===== src/rtl/gpio_bank_regs.sv =====
// gpio_bank_regs: N-port GPIO register bank with set/clear, synchronised inputs, edge capture and irq
module gpio_bank_regs #(
    parameter int AddrWidth = 16,
    parameter int BusWidth = 32,
    parameter int RegWidth = 24,
    parameter int NumPorts = 6,
    parameter logic [AddrWidth-1:0] BaseAddr = 16'h1000,
    parameter int SyncStages = 2
) (
    input  logic reg_clk,
    input  logic reset_in,
    input  logic read_reg,
    input  logic write_reg,
    input  logic [AddrWidth-3:0] busaddress,
    input  logic [BusWidth-1:0] busdata_in,
    input  logic [BusWidth-1:0] busdata_fromhm2,
    input  logic [NumPorts*RegWidth-1:0] gpio_in,
    output logic [NumPorts*RegWidth-1:0] gpio_out,
    output logic [NumPorts*RegWidth-1:0] gpio_oe,
    output logic [BusWidth-1:0] busdata_to_cpu,
    output logic read_valid,
    output logic irq
);
    localparam int NW = NumPorts * RegWidth;
    localparam int RgW = AddrWidth - 7;
    localparam logic [RgW-1:0] R_DATA = RgW'(0);
    localparam logic [RgW-1:0] R_DDR = RgW'(2);
    localparam logic [RgW-1:0] R_OD = RgW'(6);
    localparam logic [RgW-1:0] R_SET = RgW'(8);
    localparam logic [RgW-1:0] R_CLR = RgW'(9);
    localparam logic [RgW-1:0] R_RISE = RgW'(10);
    localparam logic [RgW-1:0] R_FALL = RgW'(11);
    localparam logic [RgW-1:0] R_EDGE = RgW'(12);

    logic wr_pend_q, wr_pend_d, rd_pend_q, rd_pend_d;
    logic [AddrWidth-3:0] wr_addr_q, wr_addr_d, rd_addr_q, rd_addr_d;
    logic [RegWidth-1:0] wr_data_q, wr_data_d;
    logic [NW-1:0] out_q, out_d, ddr_q, ddr_d, od_q, od_d;
    logic [NW-1:0] rise_en_q, rise_en_d, fall_en_q, fall_en_d;
    logic [NW-1:0] edge_stat_q, edge_stat_d;
    logic [NW-1:0] gpio_out_q, gpio_out_d, gpio_oe_q, gpio_oe_d;
    logic [SyncStages-1:0][NW-1:0] sync_q, sync_d;
    logic [NW-1:0] prev_q, prev_d;
    logic [BusWidth-1:0] busdata_q, busdata_d;
    logic read_valid_q, read_valid_d, irq_q, irq_d;
    logic [AddrWidth-1:0] wr_off, rd_off;
    logic [RgW-1:0] wr_rgn, rd_rgn;
    logic [4:0] wr_port, rd_port;
    logic [NW-1:0] sync, rise, fall, clr_mask;
    logic [RegWidth-1:0] rd_word;
    logic rd_mapped;
    logic unused_ok;

    assign wr_off = {wr_addr_q, 2'b00} - BaseAddr;
    assign rd_off = {rd_addr_q, 2'b00} - BaseAddr;
    assign wr_rgn = wr_off[AddrWidth-1:7];
    assign rd_rgn = rd_off[AddrWidth-1:7];
    assign wr_port = wr_off[6:2];
    assign rd_port = rd_off[6:2];
    assign sync = sync_q[SyncStages-1];
    assign rise = sync & ~prev_q & rise_en_q;
    assign fall = ~sync & prev_q & fall_en_q;
    assign unused_ok = ^{busdata_in, wr_off[1:0], rd_off[1:0]};

    assign gpio_out = gpio_out_q;
    assign gpio_oe = gpio_oe_q;
    assign busdata_to_cpu = busdata_q;
    assign read_valid = read_valid_q;
    assign irq = irq_q;

    // Stage 0: capture strobes; a write in the same cycle as a read drops the read
    always_comb begin
        wr_pend_d = write_reg;
        rd_pend_d = read_reg & ~write_reg;
        wr_addr_d = write_reg ? busaddress : wr_addr_q;
        rd_addr_d = read_reg ? busaddress : rd_addr_q;
        wr_data_d = write_reg ? busdata_in[RegWidth-1:0] : wr_data_q;
    end

    // Stage 1 write: update the addressed port register; edge capture beats W1C on the same bit
    always_comb begin
        out_d = out_q;
        ddr_d = ddr_q;
        od_d = od_q;
        rise_en_d = rise_en_q;
        fall_en_d = fall_en_q;
        clr_mask = '0;
        for (int p = 0; p < NumPorts; p++) begin
            if (wr_pend_q && wr_port == 5'(p)) begin
                out_d[p*RegWidth +: RegWidth] = wr_rgn == R_DATA ? wr_data_q
                    : wr_rgn == R_SET ? out_q[p*RegWidth +: RegWidth] | wr_data_q
                    : wr_rgn == R_CLR ? out_q[p*RegWidth +: RegWidth] & ~wr_data_q
                    : out_q[p*RegWidth +: RegWidth];
                ddr_d[p*RegWidth +: RegWidth] = wr_rgn == R_DDR ? wr_data_q : ddr_q[p*RegWidth +: RegWidth];
                od_d[p*RegWidth +: RegWidth] = wr_rgn == R_OD ? wr_data_q : od_q[p*RegWidth +: RegWidth];
                rise_en_d[p*RegWidth +: RegWidth] = wr_rgn == R_RISE ? wr_data_q : rise_en_q[p*RegWidth +: RegWidth];
                fall_en_d[p*RegWidth +: RegWidth] = wr_rgn == R_FALL ? wr_data_q : fall_en_q[p*RegWidth +: RegWidth];
                clr_mask[p*RegWidth +: RegWidth] = wr_rgn == R_EDGE ? wr_data_q : '0;
            end
        end
        edge_stat_d = (edge_stat_q & ~clr_mask) | rise | fall;
    end

    // Pin drivers registered from the next register values so they track the register update
    always_comb begin
        gpio_out_d = out_d & ~od_d;
        gpio_oe_d = (od_d & ~out_d) | (~od_d & ddr_d);
        sync_d = {sync_q[SyncStages-2:0], gpio_in};
        prev_d = sync;
        irq_d = |edge_stat_q;
    end

    // Stage 1 read: select the addressed register, fall back to hm2 data outside the map
    always_comb begin
        rd_word = '0;
        for (int p = 0; p < NumPorts; p++) begin
            if (rd_port == 5'(p))
                rd_word = rd_rgn == R_DATA ? sync[p*RegWidth +: RegWidth]
                    : rd_rgn == R_DDR ? ddr_q[p*RegWidth +: RegWidth]
                    : rd_rgn == R_OD ? od_q[p*RegWidth +: RegWidth]
                    : rd_rgn == R_RISE ? rise_en_q[p*RegWidth +: RegWidth]
                    : rd_rgn == R_FALL ? fall_en_q[p*RegWidth +: RegWidth]
                    : rd_rgn == R_EDGE ? edge_stat_q[p*RegWidth +: RegWidth]
                    : '0;
        end
        rd_mapped = rd_rgn inside {R_DATA, R_DDR, R_OD, R_SET, R_CLR, R_RISE, R_FALL, R_EDGE};
        busdata_d = !rd_pend_q ? busdata_q : rd_mapped ? BusWidth'(rd_word) : busdata_fromhm2;
        read_valid_d = rd_pend_q;
    end

    // State registers; reset aborts any in-flight transaction
    always_ff @(posedge reg_clk or posedge reset_in) begin
        if (reset_in) begin
            wr_pend_q <= 1'b0;
            rd_pend_q <= 1'b0;
            wr_addr_q <= '0;
            rd_addr_q <= '0;
            wr_data_q <= '0;
            out_q <= '0;
            ddr_q <= '0;
            od_q <= '0;
            rise_en_q <= '0;
            fall_en_q <= '0;
            edge_stat_q <= '0;
            gpio_out_q <= '0;
            gpio_oe_q <= '0;
            sync_q <= '0;
            prev_q <= '0;
            busdata_q <= '0;
            read_valid_q <= 1'b0;
            irq_q <= 1'b0;
        end else begin
            wr_pend_q <= wr_pend_d;
            rd_pend_q <= rd_pend_d;
            wr_addr_q <= wr_addr_d;
            rd_addr_q <= rd_addr_d;
            wr_data_q <= wr_data_d;
            out_q <= out_d;
            ddr_q <= ddr_d;
            od_q <= od_d;
            rise_en_q <= rise_en_d;
            fall_en_q <= fall_en_d;
            edge_stat_q <= edge_stat_d;
            gpio_out_q <= gpio_out_d;
            gpio_oe_q <= gpio_oe_d;
            sync_q <= sync_d;
            prev_q <= prev_d;
            busdata_q <= busdata_d;
            read_valid_q <= read_valid_d;
            irq_q <= irq_d;
        end
    end
endmodule


===== config.mk =====
export PLATFORM = sky130hd
export DESIGN_NAME = gpio_bank_regs
export DESIGN_NICKNAME = d
export VERILOG_FILES = /design/src/rtl/gpio_bank_regs.sv
export SDC_FILE = /design/constraint.sdc
export NUM_CORES = 2
export LEC_CHECK = 0
export CELL_PAD_IN_SITES_DETAIL_PLACEMENT = 0
export CELL_PAD_IN_SITES_GLOBAL_PLACEMENT = 2
export CORE_ASPECT_RATIO = 0.8
export CORE_MARGIN = 4
export CORE_UTILIZATION = 39
export DETAILED_ROUTE_END_ITERATION = 8
export PLACE_DENSITY_LB_ADDON = 0.05
export SYNTH_ARGS = -nofsm -noshare
export SYNTH_HDL_FRONTEND = slang
export SYNTH_SLANG_ARGS = --single-unit

===== constraint.sdc =====
create_clock -name reg_clk -period 84.2 [get_ports reg_clk]
set_clock_uncertainty 0.1 [all_clocks]
set_input_delay 16.84 -clock reg_clk [delete_from_list [all_inputs] [get_ports reg_clk]]
set_output_delay 16.84 -clock reg_clk [all_outputs]
set_load 0.05 [all_outputs]

==> out/results.tsv <==
stage	metric	value	unit
die	Std-Cell Rows	136	
worst_setup_path	Critical Path RT	84.87	ns
global_routing	number of global-route vias before repair	51200	
clock_tree	clk_lat worst skew	0.81	ns
yosys	post-synthesis mux area share	9.80	%
clock_tree	clk sinks	1672	
pwr	Power per Cell Area	21.7	nW/µm²
sta	fmax	0.0489	GHz
sta	Hold Violations, Final	0	
yosys	Net Count, Synth	6073	
drt	Detailed Route Iter0 Violations	5224	
die	Initial Util	39.2	%
global_routing	first-pass GRT wire length	395000	µm
global_routing	M1 GR Usage	40.3	%
sta	Max Slew Vio Count	0	
yosys	post-synthesis adder-cell area fraction	0.0372	%
yosys	post-synthesis xor/xnor area fraction	0.0520	%
clock_tree	CTS Root Cell	clkbuf_16	
worst_setup_path	Crit Path Max Fanout	175	
drt	ANT nets after route	0	
final_layout	commonest non-fill, non-tap cells in the layout	dfrtp_1 (1669), nand2_1 (848), clkdlybuf4s50_1 (538)	
final_layout	Fill cells	15600	
clock_tree	CTS Hold Bufs	0	
worst_setup_path	CP Capture Type	async pin	
sta	RSZ-0062 raised after global routing	no	
final_layout	layout cells sized above 1	15.6	%
clock_tree	H-Tree Depth	4	
yosys	Distinct cells, synth	68	
final_layout	Finished Layout Cells	8731	
global_routing	met3 Track Usage GR	5.00	%
die	area of the die	179000	µm²
hold_path	Hold WC Path Type	flop to flop	
yosys	main combinational cell family by area after synthesis	compound AO/OA/AOI/OAI gates	
yosys	Async S/R FF share, synth	100	%
clock_tree	CTS tree	built	
yosys	Ys Warns	0	
yosys	Mapped Cells	5845	
sta	Finish-stage setup viols	0	
pwr	Worst VDD drop	0.0000203	V
run_status	status	finished, final reports clean	
die	Die W	473	µm
drt	final wirelength	282000	µm
yosys	Synth Area in Simple Gates	10.8	%
drt	vias	51000	
worst_setup_path	crit path DAT	21.10	ns
yosys	Post-Syn Area	67400	µm²
global_routing	initial antenna violation count	21	
sta	setup total negative slack	0	ns
drt	DRC	0	
sta	WHS	0.243	ns
worst_setup_path	Setup CP Type	input pin to async pin	
clock_tree	CTS buffer count	173	
placed_design	port bufs	539	
die	# IOs	548	
yosys	syn avg cell area	11.5	µm²
clock_tree	worst-case clock buffer depth	3	
final_layout	most common cell after layout, fill and taps aside	dfrtp_1	
final_layout	Layout Nets	6538	
yosys	commonest register cell after synthesis	dfrtp_1	
placed_design	placed cell count	8412	
final_layout	area delta synth->final	21.0	%
drt	vias per inst	5.84	
clock_tree	setup repair bufs after CTS	0	
placed_design	DPL Wire Length	191000	µm
sta	worst slew pin tran	1.40	ns
pwr	leakage	0.0368	µW
job	max-capacitance violation count	0	
global_routing	gr busiest metal	met2	
global_routing	total grt overflow	0	
sta	min cycle time layout	20.43	ns
yosys	register bit count reported by yosys	1672	
yosys	EDFF count, synth	0	
die	die span in y	380	µm
global_routing	met2 Usage GRT	49.3	%
final_layout	Finished Core Util	47.5	%
global_routing	largest net degree at the start of global routing	176	
clock_tree	clock-pin slew on the worst setup and hold paths	0.06	ns
sta	Slew Limit Headroom	6.59	%
worst_setup_path	Critical Path Source Type	input pin	
sta	final worst-path cycle share	24.3	%
placed_design	gp weighted congestion	0.918	
clock_tree	Post-CTS Resized	0	
drt	TritonRoute pass-1 iters	6	
die	core area	172000	µm²
drt	WL per Instance	32.3	µm
yosys	sequential element share of the synthesized area	62.1	%
global_routing	GRT Total Usage	31.0	%
yosys	Compound-Gate Fraction of Synth Area	13.9	%
==> critical path, stage by stage <==
cell,delay (ns)
clkdlybuf4s50_1,0.49
inv_8,0.49
buf_12,0.64
buf_12,0.63
buf_4,0.67
buf_12,0.69
==> state kept, by name, indices dropped and copies added, names as in the netlist <==
signal          flops
ddr_q             144
edge_stat_q       144
fall_en_q         144
gpio_oe           144
gpio_out          144
od_q              144
out_q             144
prev_d            144
prev_q            144
rise_en_q         144
sync_d            144
busdata_to_cpu     32
wr_data_q          24
rd_addr_q          14
wr_addr_q          14
irq                 1
rd_pend_q           1
read_valid          1
wr_pend_q           1
==> report_power, final <==
| group | internal, µW | switching, µW | total (µW) |
|---|---|---|---|
| clock | 474 | 338 | 811 |
| combinational | 33.3 | 83.3 | 117 |
| sequential | 822 | 19.1 | 841 |
==> Yosys cell counts, types with 15 or more instances <==
master	number	area (µm²)
dfrtp_1	1672	41800
nand2_1	860	3230
mux2_2	492	5540
nor2_1	321	1200
clkbuf_1	312	1170
a21oi_1	266	1330
o21ai_0	239	1200
inv_1	152	571
o211ai_1	130	976
nand3b_1	126	946
a22oi_1	120	901
o22ai_1	110	688
mux2i_1	106	1060
a221oi_1	90	788
nor3_1	85	425
buf_2	59	295
nor4_1	58	363
and2_1	56	350
a21o_1	54	405
o221ai_1	50	438
a211oi_1	47	353
a311oi_1	47	412
nand3_1	42	210
a31oi_1	36	225
buf_1	33	124
a22o_1	30	263
a222oi_1	29	290
o22a_1	26	228
o21ai_1	23	115
a221o_1	22	220
and3_1	15	93.8
==> stage by stage <==
| step | worst slack, ns | power (µW) | cell area [µm²] |
|---|---|---|---|
| 6_report | 63.77 | 1770 | 81500 |
| 5_1_grt | 63.22 | 1830 | 81500 |
| 4_1_cts | 63.74 | 1790 | 81500 |
| 3_5_place_dp | 62.85 | 972 | 75500 |
| 3_3_place_gp | 62.86 | 971 | 75500 |
| 2_1_floorplan | 20.07 | 913 | 67400 |
==> final timing paths <==
path / start / end / slack, ns / cells past startpoint
worst max-delay path: reset_in / gpio_out[49]$_DFF_PP0_ / 63.77 / 6
max in group reg_clk: busdata_to_cpu[22]$_DFFE_PP0P_ / busdata_to_cpu[22] / 65.12 / 1
min in group asynchronous: reset_in / sync_d[206]$_DFF_PP0_ / 16.45 / 2
worst max register to register: rd_addr_q[5]$_DFFE_PP0P_ / busdata_to_cpu[14]$_DFFE_PP0P_ / 78.84 / 10
worst min register to register: sync_d[241]$_DFF_PP0_ / prev_d[97]$_DFF_PP0_ / 0.24 / 0
worst min-delay path: sync_d[241]$_DFF_PP0_ / prev_d[97]$_DFF_PP0_ / 0.24 / 0
==> layout make-up <==
cell class                      count  area (µm²)  area share (%)
Multi-Input combinational cell   3615       23600            29.0
Clock inverter                     70        1010            1.25
Inverter                          152         578           0.709
Clock buffer                      245        4920            6.04
Antenna cell                        4        10.0          0.0123
Tap cell                         2277        2850            3.50
Sequential cell                  1672       41800            51.4
Timing Repair Buffer              696        6660            8.17
==> logic make-up (layout without fill, tap and decap cells) <==
kind of cell / after synthesis / after routing
buffers and inverters: 558 / 1163
AND/OR/NAND/NOR: 1630 / 1630
flip-flops: 1672 / 1672
other: 0 / 4
multiplexers: 598 / 598
XOR/XNOR: 4 / 4
AO/OA/AOI/OAI: 1381 / 1381
adder cells (fa/ha/maj): 2 / 2
==> layer usage <==
| metal | vias to the layer above | part of all wire [%] |
|---|---|---|
| met4 | 4 | 6.6 |
| li1 | 21900 | - |
| met3 | 495 | 5.9 |
| met2 | 2013 | 47 |
| met1 | 26600 | 41 |
| met5 | - | 0.0089 |
Note: power is estimated with default switching activity, not from simulation.
